<file path="src/rtl/fx3_test_pkg.sv">
// Shared types and constants for the FX3 pin tester: FSM encoding, pattern-set codes
// and the per-mode vector count.
package fx3_test_pkg;

  typedef enum logic [3:0] {
    StIdle,
    StReset,
    StWaitRdy,
    StDrive,
    StReq,
    StCheck,
    StRel,
    StNext,
    StDone
  } state_e;

  localparam logic [1:0] MODE_WALK1 = 2'd0;
  localparam logic [1:0] MODE_WALK0 = 2'd1;
  localparam logic [1:0] MODE_ALT   = 2'd2;
  localparam logic [1:0] MODE_CNT   = 2'd3;

  localparam int unsigned CNT_LEN = 256;

  function automatic int unsigned num_vectors(input logic [1:0] m, input int unsigned width);
    int unsigned n;
    case (m)
      MODE_WALK1: n = width;
      MODE_WALK0: n = width;
      MODE_ALT:   n = 2;
      default:    n = CNT_LEN;
    endcase
    return n;
  endfunction

endpackage

</file>
<file path="src/rtl/fx3_pin_tester_if.sv">
// FX3-facing pin bundle: test bus, intr/ack handshake, readiness inputs, reset and GPIF clock.
interface fx3_pin_tester_if #(
  parameter int unsigned WIDTH = 23
);
  logic [WIDTH-1:0] data_out;
  logic [WIDTH-1:0] data_in;
  logic             intr;
  logic             ack;
  logic             fx3_ready;
  logic             gpl_status;
  logic             hw_rst;
  logic             gpl_clk;

  modport master (
    output data_out, intr, hw_rst, gpl_clk,
    input  data_in, ack, fx3_ready, gpl_status
  );

  modport slave (
    input  data_out, intr, hw_rst, gpl_clk,
    output data_in, ack, fx3_ready, gpl_status
  );
endinterface

</file>
<file path="src/rtl/fx3_sync_2ff.sv">
// Single-bit two-flop synchroniser for asynchronous FX3 status/handshake inputs.
module fx3_sync_2ff (
  input  logic clk,
  input  logic arst,
  input  logic d,
  output logic q
);
  logic meta_q;
  logic sync_q;

  always_ff @(posedge clk or negedge arst) begin
    if (!arst) begin
      meta_q <= 1'b0;
      sync_q <= 1'b0;
    end else begin
      meta_q <= d;
      sync_q <= meta_q;
    end
  end

  assign q = sync_q;
endmodule

</file>
<file path="src/rtl/fx3_pin_tester.sv">
// FX3 pin tester: resets the FX3, waits for it to come up, then walks a selectable pattern
// set across the pin bus with a four-phase intr/ack handshake and accumulates mismatches.
module fx3_pin_tester
  import fx3_test_pkg::*;
#(
  parameter int unsigned WIDTH          = 23,
  parameter int unsigned RST_CYCLES     = 400,
  parameter int unsigned TIMEOUT_CYCLES = 65535,
  parameter int unsigned CLK_DIV_LOG2   = 1
) (
  input  logic                 clk,
  input  logic                 arst,
  input  logic                 start,
  input  logic [1:0]           mode,
  input  logic                 pll_lock,
  fx3_pin_tester_if.master     fx3,
  output logic                 busy,
  output logic                 done,
  output logic                 pass,
  output logic [15:0]          err_cnt,
  output logic [WIDTH-1:0]     err_mask,
  output logic                 timeout_err
);

  localparam int unsigned CNT_MAX  = (RST_CYCLES > TIMEOUT_CYCLES) ? RST_CYCLES : TIMEOUT_CYCLES;
  localparam int unsigned CW       = $clog2(CNT_MAX + 1);
  localparam int unsigned NVEC_MAX = (WIDTH > CNT_LEN) ? WIDTH : CNT_LEN;
  localparam int unsigned IW       = $clog2(NVEC_MAX);

  logic ack_s, rdy_s, gpl_s;

  fx3_sync_2ff u_sync_ack (.clk(clk), .arst(arst), .d(fx3.ack),        .q(ack_s));
  fx3_sync_2ff u_sync_rdy (.clk(clk), .arst(arst), .d(fx3.fx3_ready),  .q(rdy_s));
  fx3_sync_2ff u_sync_gpl (.clk(clk), .arst(arst), .d(fx3.gpl_status), .q(gpl_s));

  state_e           state_q, state_d;
  logic [CW-1:0]    cnt_q, cnt_d;
  logic [IW-1:0]    idx_q, idx_d;
  logic [1:0]       mode_q, mode_d;
  logic             abort_q, abort_d;
  logic             tested_q, tested_d;
  logic [WIDTH-1:0] data_out_q, data_out_d;
  logic             intr_q, intr_d;
  logic             hw_rst_q, hw_rst_d;
  logic             busy_q, busy_d;
  logic             done_q, done_d;
  logic             pass_q, pass_d;
  logic [15:0]      err_cnt_q, err_cnt_d;
  logic [WIDTH-1:0] err_mask_q, err_mask_d;
  logic             timeout_q, timeout_d;
  logic [CLK_DIV_LOG2-1:0] div_q, div_d;
  logic             gpl_clk_q;

  logic [WIDTH-1:0] vec;
  logic [WIDTH-1:0] mismatch;
  logic             counting;
  logic             tmo_hit;
  logic             last_vec;

  always_comb begin
    vec = '0;
    unique case (mode_q)
      MODE_WALK1: vec = WIDTH'(1) << idx_q;
      MODE_WALK0: vec = ~(WIDTH'(1) << idx_q);
      MODE_ALT: begin
        // Vector 0 puts ones on even bits, vector 1 on odd bits.
        for (int b = 0; b < WIDTH; b++) vec[b] = (b[0] == 1'b0) ^ idx_q[0];
      end
      MODE_CNT:   vec = WIDTH'(idx_q);
    endcase
  end

  assign counting = (state_q == StReset) || (state_q == StWaitRdy) ||
                    (state_q == StReq)   || (state_q == StRel);
  assign tmo_hit  = 32'(cnt_q) >= TIMEOUT_CYCLES - 1;
  assign last_vec = 32'(idx_q) == num_vectors(mode_q, WIDTH) - 1;

  always_comb begin
    state_d    = state_q;
    idx_d      = idx_q;
    mode_d     = mode_q;
    abort_d    = abort_q;
    tested_d   = tested_q;
    data_out_d = data_out_q;
    intr_d     = intr_q;
    busy_d     = busy_q;
    done_d     = done_q;
    pass_d     = pass_q;
    err_cnt_d  = err_cnt_q;
    err_mask_d = err_mask_q;
    timeout_d  = timeout_q;
    mismatch   = fx3.data_in ^ data_out_q;

    if (state_q != StIdle && state_q != StDone && !pll_lock) begin
      state_d = StDone;
      abort_d = 1'b1;
    end else begin
      unique case (state_q)
        StIdle: begin
          if (start && pll_lock) begin
            state_d    = StReset;
            mode_d     = mode;
            idx_d      = '0;
            abort_d    = 1'b0;
            tested_d   = 1'b1;
            busy_d     = 1'b1;
            done_d     = 1'b0;
            pass_d     = 1'b0;
            err_cnt_d  = '0;
            err_mask_d = '0;
            timeout_d  = 1'b0;
          end
        end
        StReset: begin
          if (32'(cnt_q) == RST_CYCLES - 1) state_d = StWaitRdy;
        end
        StWaitRdy: begin
          if (rdy_s && gpl_s) begin
            state_d = StDrive;
          end else if (tmo_hit) begin
            state_d   = StDone;
            timeout_d = 1'b1;
          end
        end
        StDrive: begin
          data_out_d = vec;
          state_d    = StReq;
        end
        StReq: begin
          // intr rises one cycle into REQ so the bus has settled before the request.
          intr_d = 1'b1;
          if (ack_s) begin
            state_d = StCheck;
          end else if (tmo_hit) begin
            state_d   = StDone;
            timeout_d = 1'b1;
          end
        end
        StCheck: begin
          if (|mismatch) begin
            if (err_cnt_q != 16'hFFFF) err_cnt_d = err_cnt_q + 16'd1;
            err_mask_d = err_mask_q | mismatch;
          end
          state_d = StRel;
        end
        StRel: begin
          intr_d = 1'b0;
          if (!ack_s) begin
            state_d = StNext;
          end else if (tmo_hit) begin
            state_d   = StDone;
            timeout_d = 1'b1;
          end
        end
        StNext: begin
          if (last_vec) begin
            state_d = StDone;
          end else begin
            idx_d   = idx_q + IW'(1);
            state_d = StDrive;
          end
        end
        StDone: begin
          data_out_d = '0;
          intr_d     = 1'b0;
          busy_d     = 1'b0;
          done_d     = 1'b1;
          pass_d     = (err_cnt_q == 16'd0) && !timeout_q && !abort_q;
          state_d    = StIdle;
        end
        default: state_d = StIdle;
      endcase
    end

    cnt_d    = (counting && state_d == state_q) ? cnt_q + CW'(1) : '0;
    // Held in reset until the first test has run, and for the whole RESET phase of each test.
    hw_rst_d = (state_d == StReset) || !tested_d;
  end

  always_ff @(posedge clk or negedge arst) begin
    if (!arst) begin
      state_q    <= StIdle;
      cnt_q      <= '0;
      idx_q      <= '0;
      mode_q     <= MODE_WALK1;
      abort_q    <= 1'b0;
      tested_q   <= 1'b0;
      data_out_q <= '0;
      intr_q     <= 1'b0;
      hw_rst_q   <= 1'b1;
      busy_q     <= 1'b0;
      done_q     <= 1'b0;
      pass_q     <= 1'b0;
      err_cnt_q  <= '0;
      err_mask_q <= '0;
      timeout_q  <= 1'b0;
    end else begin
      state_q    <= state_d;
      cnt_q      <= cnt_d;
      idx_q      <= idx_d;
      mode_q     <= mode_d;
      abort_q    <= abort_d;
      tested_q   <= tested_d;
      data_out_q <= data_out_d;
      intr_q     <= intr_d;
      hw_rst_q   <= hw_rst_d;
      busy_q     <= busy_d;
      done_q     <= done_d;
      pass_q     <= pass_d;
      err_cnt_q  <= err_cnt_d;
      err_mask_q <= err_mask_d;
      timeout_q  <= timeout_d;
    end
  end

  assign div_d = div_q + CLK_DIV_LOG2'(1);

  always_ff @(posedge clk or negedge arst) begin
    if (!arst) begin
      div_q     <= '0;
      gpl_clk_q <= 1'b0;
    end else begin
      div_q     <= div_d;
      gpl_clk_q <= div_d[CLK_DIV_LOG2-1];
    end
  end

  assign fx3.data_out = data_out_q;
  assign fx3.intr     = intr_q;
  assign fx3.hw_rst   = hw_rst_q;
  assign fx3.gpl_clk  = gpl_clk_q;
  assign busy         = busy_q;
  assign done         = done_q;
  assign pass         = pass_q;
  assign err_cnt      = err_cnt_q;
  assign err_mask     = err_mask_q;
  assign timeout_err  = timeout_q;

endmodule

</file>
<file path="src/flat_wrapper.sv">
// flat-port wrapper written by rule: the top's interface ports become plain ports
module fx3_pin_tester_flat import fx3_test_pkg::*;
#(
  parameter int unsigned WIDTH          = 23,
  parameter int unsigned RST_CYCLES     = 400,
  parameter int unsigned TIMEOUT_CYCLES = 65535,
  parameter int unsigned CLK_DIV_LOG2   = 1
)
  (clk, arst, start, mode, pll_lock, busy, done, pass, err_cnt, err_mask, timeout_err, fx3_data_out, fx3_intr, fx3_hw_rst, fx3_gpl_clk, fx3_data_in, fx3_ack, fx3_fx3_ready, fx3_gpl_status);
  fx3_pin_tester_if #(.WIDTH(WIDTH)) fx3_i ();
  input  logic clk;
  input  logic arst;
  input  logic start;
  input  logic [1:0] mode;
  input  logic pll_lock;
  output logic busy;
  output logic done;
  output logic pass;
  output logic [15:0] err_cnt;
  output logic [WIDTH-1:0] err_mask;
  output logic timeout_err;
  output wire logic [$bits(fx3_i.data_out)-1:0] fx3_data_out;
  output wire logic [$bits(fx3_i.intr)-1:0] fx3_intr;
  output wire logic [$bits(fx3_i.hw_rst)-1:0] fx3_hw_rst;
  output wire logic [$bits(fx3_i.gpl_clk)-1:0] fx3_gpl_clk;
  input wire logic [$bits(fx3_i.data_in)-1:0] fx3_data_in;
  input wire logic [$bits(fx3_i.ack)-1:0] fx3_ack;
  input wire logic [$bits(fx3_i.fx3_ready)-1:0] fx3_fx3_ready;
  input wire logic [$bits(fx3_i.gpl_status)-1:0] fx3_gpl_status;
  assign fx3_data_out = fx3_i.data_out;
  assign fx3_intr = fx3_i.intr;
  assign fx3_hw_rst = fx3_i.hw_rst;
  assign fx3_gpl_clk = fx3_i.gpl_clk;
  assign fx3_i.data_in = fx3_data_in;
  assign fx3_i.ack = fx3_ack;
  assign fx3_i.fx3_ready = fx3_fx3_ready;
  assign fx3_i.gpl_status = fx3_gpl_status;
  fx3_pin_tester #(.WIDTH(WIDTH), .RST_CYCLES(RST_CYCLES), .TIMEOUT_CYCLES(TIMEOUT_CYCLES), .CLK_DIV_LOG2(CLK_DIV_LOG2)) u_core (.clk(clk), .arst(arst), .start(start), .mode(mode), .pll_lock(pll_lock), .fx3(fx3_i), .busy(busy), .done(done), .pass(pass), .err_cnt(err_cnt), .err_mask(err_mask), .timeout_err(timeout_err));
endmodule
</file>
<file path="config.mk">
export PLATFORM = sky130hd
export DESIGN_NAME = fx3_pin_tester_flat
export DESIGN_NICKNAME = d
export VERILOG_FILES = /design/src/rtl/fx3_test_pkg.sv /design/src/rtl/fx3_pin_tester_if.sv /design/src/rtl/fx3_sync_2ff.sv /design/src/rtl/fx3_pin_tester.sv /design/src/flat_wrapper.sv
export SDC_FILE = /design/constraint.sdc
export NUM_CORES = 1
export LEC_CHECK = 0
export CELL_PAD_IN_SITES_DETAIL_PLACEMENT = 1
export CELL_PAD_IN_SITES_GLOBAL_PLACEMENT = 2
export CORE_MARGIN = 2
export CORE_UTILIZATION = 30
export CTS_CLUSTER_DIAMETER = 80
export DETAILED_ROUTE_END_ITERATION = 16
export HOLD_SLACK_MARGIN = 0.05
export PLACE_DENSITY_LB_ADDON = 0.1
export SLEW_MARGIN = 30
export SYNTH_ARGS = -nofsm -noshare
export SYNTH_HDL_FRONTEND = slang
export SYNTH_HIERARCHICAL = 1
export SYNTH_SLANG_ARGS = --single-unit
</file>
<file path="constraint.sdc">
create_clock -name clk -period 2.2 [get_ports clk]
set_input_delay 0.33 -clock clk [delete_from_list [all_inputs] [get_ports clk]]
set_output_delay 0.33 -clock clk [all_outputs]
set_load 0.01 [all_outputs]
</file>
---- Word level (Yosys, flattened, before mapping) ----
Index checks and enable logic that the tools add are counted.
word-level totals
  flip-flop bits (word level) ............. 107
  output and inout port bits .............. 69
  word-level logic and storage cells ...... 136
cells by class
  add/sub/neg operators ................... 5
  $lt $le $gt $ge ......................... 1
  equality and inequality tests ........... 24
  shift-type cells ........................ 1
  multiplexer cells ....................... 39
  bitwise operators ....................... 5
  reductions and logical operators ........ 39
operators by type and width
  operator                                               number
  one-hot mux 23 bit (2 select lines)                    2
  one-hot mux 23 bit (4 select lines)                    1
  2-to-1 mux 16 bit                                      4
  2-to-1 mux 23 bit                                      2
  adder 16 x 1 -> 16 bit (second input constant)         2
  equality test 8 x 32 -> 1 bit                          1
  2-to-1 mux 4 bit                                       8
  one-hot mux 16 bit (2 select lines)                    1
  one-hot mux 4 bit (8 select lines)                     1
  subtractor 32 x 1 -> 32 bit (second input constant)    1
  inverter 23 bit                                        1
  bitwise OR 23 bit                                      1
  OR reduction 23 bit                                    1
  << shifter 1 x 8 -> 23 bit (first input constant)      1
  XOR 23 bit                                             1
  one-hot mux 9 bit (2 select lines)                     1
  equality test 16 x 9 -> 1 bit (second input constant)  1
  equality test 4 x 3 -> 1 bit (second input constant)   4
  >= comparator 16 bit (second input constant)           1
  zero test 16 bit                                       1
  2-to-1 mux 8 bit                                       2
  != test 16 bit (second input constant)                 1
  one-hot mux 8 bit (2 select lines)                     1
  nonzero test 2 bit                                     7
  other kinds (27)                                       67

---- Depth between registers and ports, before layout ----
  depth in word-level cells ............... 11
  depth in mapped cells ................... 9

---- Modules after synthesis ----
Netlist, hierarchy kept.
by module, submodules not included
  module          instances  cells each  area each (um2)  sequential area each (um2)
  fx3_pin_tester  1          652         5849.4           2528.7
  fx3_sync_2ff    3          2           50.0             50.0

---- Worst setup path after synthesis ----
OpenSTA, ideal clock, no wires.
  path type ............................... reg-to-reg
  start ................................... reg u_core.data_out_q[22], in the netlist u_core/fx3.data_out[22]
  end ..................................... reg u_core.err_mask_q[19], in the netlist u_core/err_mask[19]
  library setup time ...................... 0.132 ns
  arrival ................................. 2.031 ns
  data required time ...................... 2.068 ns
  setup slack ............................. 0.038 ns
  stages on the path, launching flop included .. 8
  buffers on the path ..................... 1
  clock period less this slack ............ 2.162 ns
  cells stage by stage .................... dfrtp_1 xnor2_1 nand4_1 or4_1 or3_4 o21ai_2 buf_6 o21ai_0
between the ends
  cells in the longest elaborated chain, start to end .. 4
ends and longest elaborated chain
  item                              RTL line               source
  start, declared                   fx3_pin_tester.sv:42   logic [WIDTH-1:0] data_out_q, data_out_d;
  start signal, assigned            fx3_pin_tester.sv:204  data_out_q <= data_out_d;
  XOR 23 bit                        fx3_pin_tester.sv:92   mismatch = fx3.data_in ^ data_out_q;
  OR reduction 23 bit               fx3_pin_tester.sv:140  if (|mismatch) begin
  != test 2 x 1 -> 1 bit (no line)  n/a
  AND reduction 4 bit (no line)     n/a
  end signal, assigned              fx3_pin_tester.sv:211  err_mask_q <= err_mask_d;
  end, declared                     fx3_pin_tester.sv:49   logic [WIDTH-1:0] err_mask_q, err_mask_d;
Every way passes these cells.
A chain may end at the register's enable or synchronous reset.

---- Worst setup path in the final report ----
  start ................................... reg u_core.data_out_q[2], in the netlist u_core/fx3.data_out[2]
  end ..................................... reg u_core.err_mask_q[12], in the netlist u_core/err_mask[12]
Same word-level chain as after synthesis.

==> metrics <==
CTS tree done; fin. max-slew vios 0; H-tree Lvls 3; maximum vdd drop 0.0003966 V; std cell rows 51; WL/cell 18.44 um; status complete, but fails checks; Syn Nets 695; Fin Hold WS 0.3568 ns; period utilization 1.081; number of port buffers 100; Rel. slew slack 0.6159; via/cell ratio 5.117; final WL 20.56 mm; Synth Cell Area 6000 um^2; P_leak 3.661 nW; startpoint class of the critical path flip-flop; post-route insts no fill 1,115; die height 145.4 um; Ports 101; Final ANT Viol Nets 0; post-synthesis cell type count 72; asr flop ratio synth 1.000; Clk pin slew, worst setup/hold paths 0.07 ns; vias in the first global route 5,889; Arr. time, crit path 2.58 ns; met2 GRT Util 0.3085; Max Cap Viol 0; DIE AREA 21,150 um^2; Hold WC Path Type flip-flop to flip-flop; starting density of the core 0.3073; filler cell count 2,231; initial antenna violation count 0; TritonCTS Buffers 9; # DRC 0; total grt overflow 0; post-layout util 0.4465; largest cells by area after synthesis dfrtp_1 44%, xnor2_1 6.0%, o21ai_0 5.3%, nand2_1 5.2%, xor2_1 2.9%; Root Buffer clkbuf_16; GPL Wtd Cong 0.8095; Setup Skew 0.008326 ns; Total Routing Usage GR 0.1972; layout cell share with drive strength beyond 1 0.2329; Hold Violations, Final 0; crit path max fanout 12; synthesized netlist cell count 658; YS warnings 6; Post-synth EDFFs 0; Pre-antenna DRT Iters 4; slowest stage cell, crit path or4_4; unrepaired setup endpoints after global routing true; Area growth syn-to-layout 45.32%; Worst EP required 2.40 ns; first-pass GRT wire length 33.58 mm; Detailed Place HPWL 15.26 mm; most frequent cell after synthesis dfrtp_1; Slew @ Worst Pin 0.5736 ns; clk sinks 107; net total in the final layout 882; crit path kind flip-flop to flip-flop; min cycle time layout 2.378 ns; register area share after synthesis 0.4465; Final setup viols 25; failing checks negative setup slack; Synth top area share 0.4421; met1 usage 0.2843; Die W 145.4 um; Post-synth top cells 106 x dfrtp_1, 83 x nand2_1, 63 x o21ai_0, 41 x xnor2_1, 40 x nor2_1; Crit. End Element flip-flop; pin count of the biggest net entering global routing 49; Core ar. 19,530 um^2; syn_area_per_cell 9.118 um^2; dpl cells 1,083; Max Freq 420.6 MHz; FF+latch count, synth 107; setup TNS -2.621 ns; final setup margin -0.1778 ns; P per Cell Area 801.7 nW/um^2; top_reg_cell synth dfrtp_1; crit-path cells xnor2_2 > nand4_1 > or4_4 > or3_4 > o21ai_4 > buf_6 > o21ai_0; Max clock buf depth 2; GR peak layer met2; # diodes 0; DRT iter0 DRCs 278; Via Count 5,706; met3 Resource Use GR 0.02884; max incr delay on CP 0.56 ns; insertion delay to the later sink of the worst-skew pair 0.36 ns; area leader, netlist dfrtp_1
## sequential cells by signal, indices dropped and copies added, names as in the netlist, 2 cells and up
signal,flops
u_core/fx3.data_out,23
u_core/err_cnt,16
u_core/idx_q,8
u_core/cnt_q,16
u_core/err_mask,23
u_core/state_q,4
u_core/mode_q,2
## per-stage QoR
step	cell area (um^2)	worst slack (ns)	power, mW
after floorplan	6000	0.03764	3.798
after global placement	7939	-0.4994	4.968
after detailed placement	7939	-0.5203	5.050
after CTS	8509	-0.1434	6.970
after global routing	8718	-0.2526	7.425
final	8718	-0.1778	6.990
## layer usage
metal,vias to the layer above,share of wire
li1,2712,-
met1,2860,0.49
met2,113,0.47
met3,21,0.029
met4,0,0.016
met5,-,0
## cell families (layout without fill, tap and decap cells)
group                    count (synthesis)  count (layout)  share of synthesized area
AND/OR/NAND/NOR                        274             274                     0.2388
buffers and inverters                   56             248                    0.04213
XOR/XNOR                                61              61                    0.08905
adder cells (fa/ha/maj)                  5               5                    0.01043
AO/OA/AOI/OAI                          148             148                     0.1612
multiplexers                             7               7                    0.01189
flip-flops                             107             107                     0.4465
## worst paths after layout
kind	startpoint	to	slack (ns)	cells past startpoint
setup / recovery	u_core/fx3.data_out[2]	u_core/err_mask[12]	-0.18	7
hold / removal	u_core/u_sync_rdy/meta_q	u_core/u_sync_rdy/q	0.36	0
setup reg to reg	u_core/fx3.data_out[2]	u_core/err_mask[12]	-0.18	7
hold reg to reg	u_core/u_sync_rdy/meta_q	u_core/u_sync_rdy/q	0.36	0
max in group asynchronous	arst	u_core/fx3.data_out[10]	0.92	3
min in group asynchronous	arst	u_core/err_cnt[6]	0.39	2
## power breakdown
part / switching [mW] / internal (mW) / total (mW)
logic: 1.49 / 1.31 / 2.80
registers: 0.205 / 2.27 / 2.47
clock network: 0.770 / 0.948 / 1.72
## critical path, delay by kind of cell (launching register included)
family,cells,cell delay (ns)
and+or+nand+nor,3,1.09
DFF,1,0.43
AOI/OAI and AO/OA,2,0.32
xor gates and xnor gates,1,0.20
buffers and inverters,1,0.18
## what timing repair did
item | 4_1_cts | 5_1_grt
endpoints found under the hold margin | 17 | 0
pin swaps | 12 | 16
hold buffers | 1 | 0
setup endpoints to repair | 45 | 60
resized for setup | 39 | 36
setup buffers | 4 | 10
cloned | 2 | 0
## final cells by class
type,count,area [um^2],share of cell area
clock buffers,11,252.7,0.02899
clock inverters,5,58.81,0.006745
inverters,19,71.32,0.008180
multi-input cells,495,3339,0.3830
flip-flops and latches,107,2683,0.3077
well taps,265,331.6,0.03803
repair buffers,213,1982,0.2273
## placed cells by master (no fill, tap or decap), drive strengths merged, types with 4 or more instances in the layout
master | synthesis | layout
buf | 16 | 113
dfrtp | 106 | 106
clkdlybuf4s50 | 0 | 95
nand2 | 83 | 83
o21ai | 65 | 65
nor2 | 41 | 41
xnor2 | 41 | 41
a21oi | 30 | 30
nand3 | 28 | 28
nor3 | 22 | 22
xor2 | 20 | 20
inv | 19 | 20
nand4 | 19 | 19
or3 | 16 | 16
nor4 | 14 | 14
nand2b | 12 | 12
a22o | 12 | 12
and3 | 11 | 11
clkbuf | 21 | 11
a31oi | 6 | 6
mux2i | 6 | 6
nor2b | 5 | 5
ha | 5 | 5
o31ai | 5 | 5
or4 | 5 | 5
dlymetal6s2s | 0 | 4
and2 | 4 | 4
(Power assumes the default switching activity.)
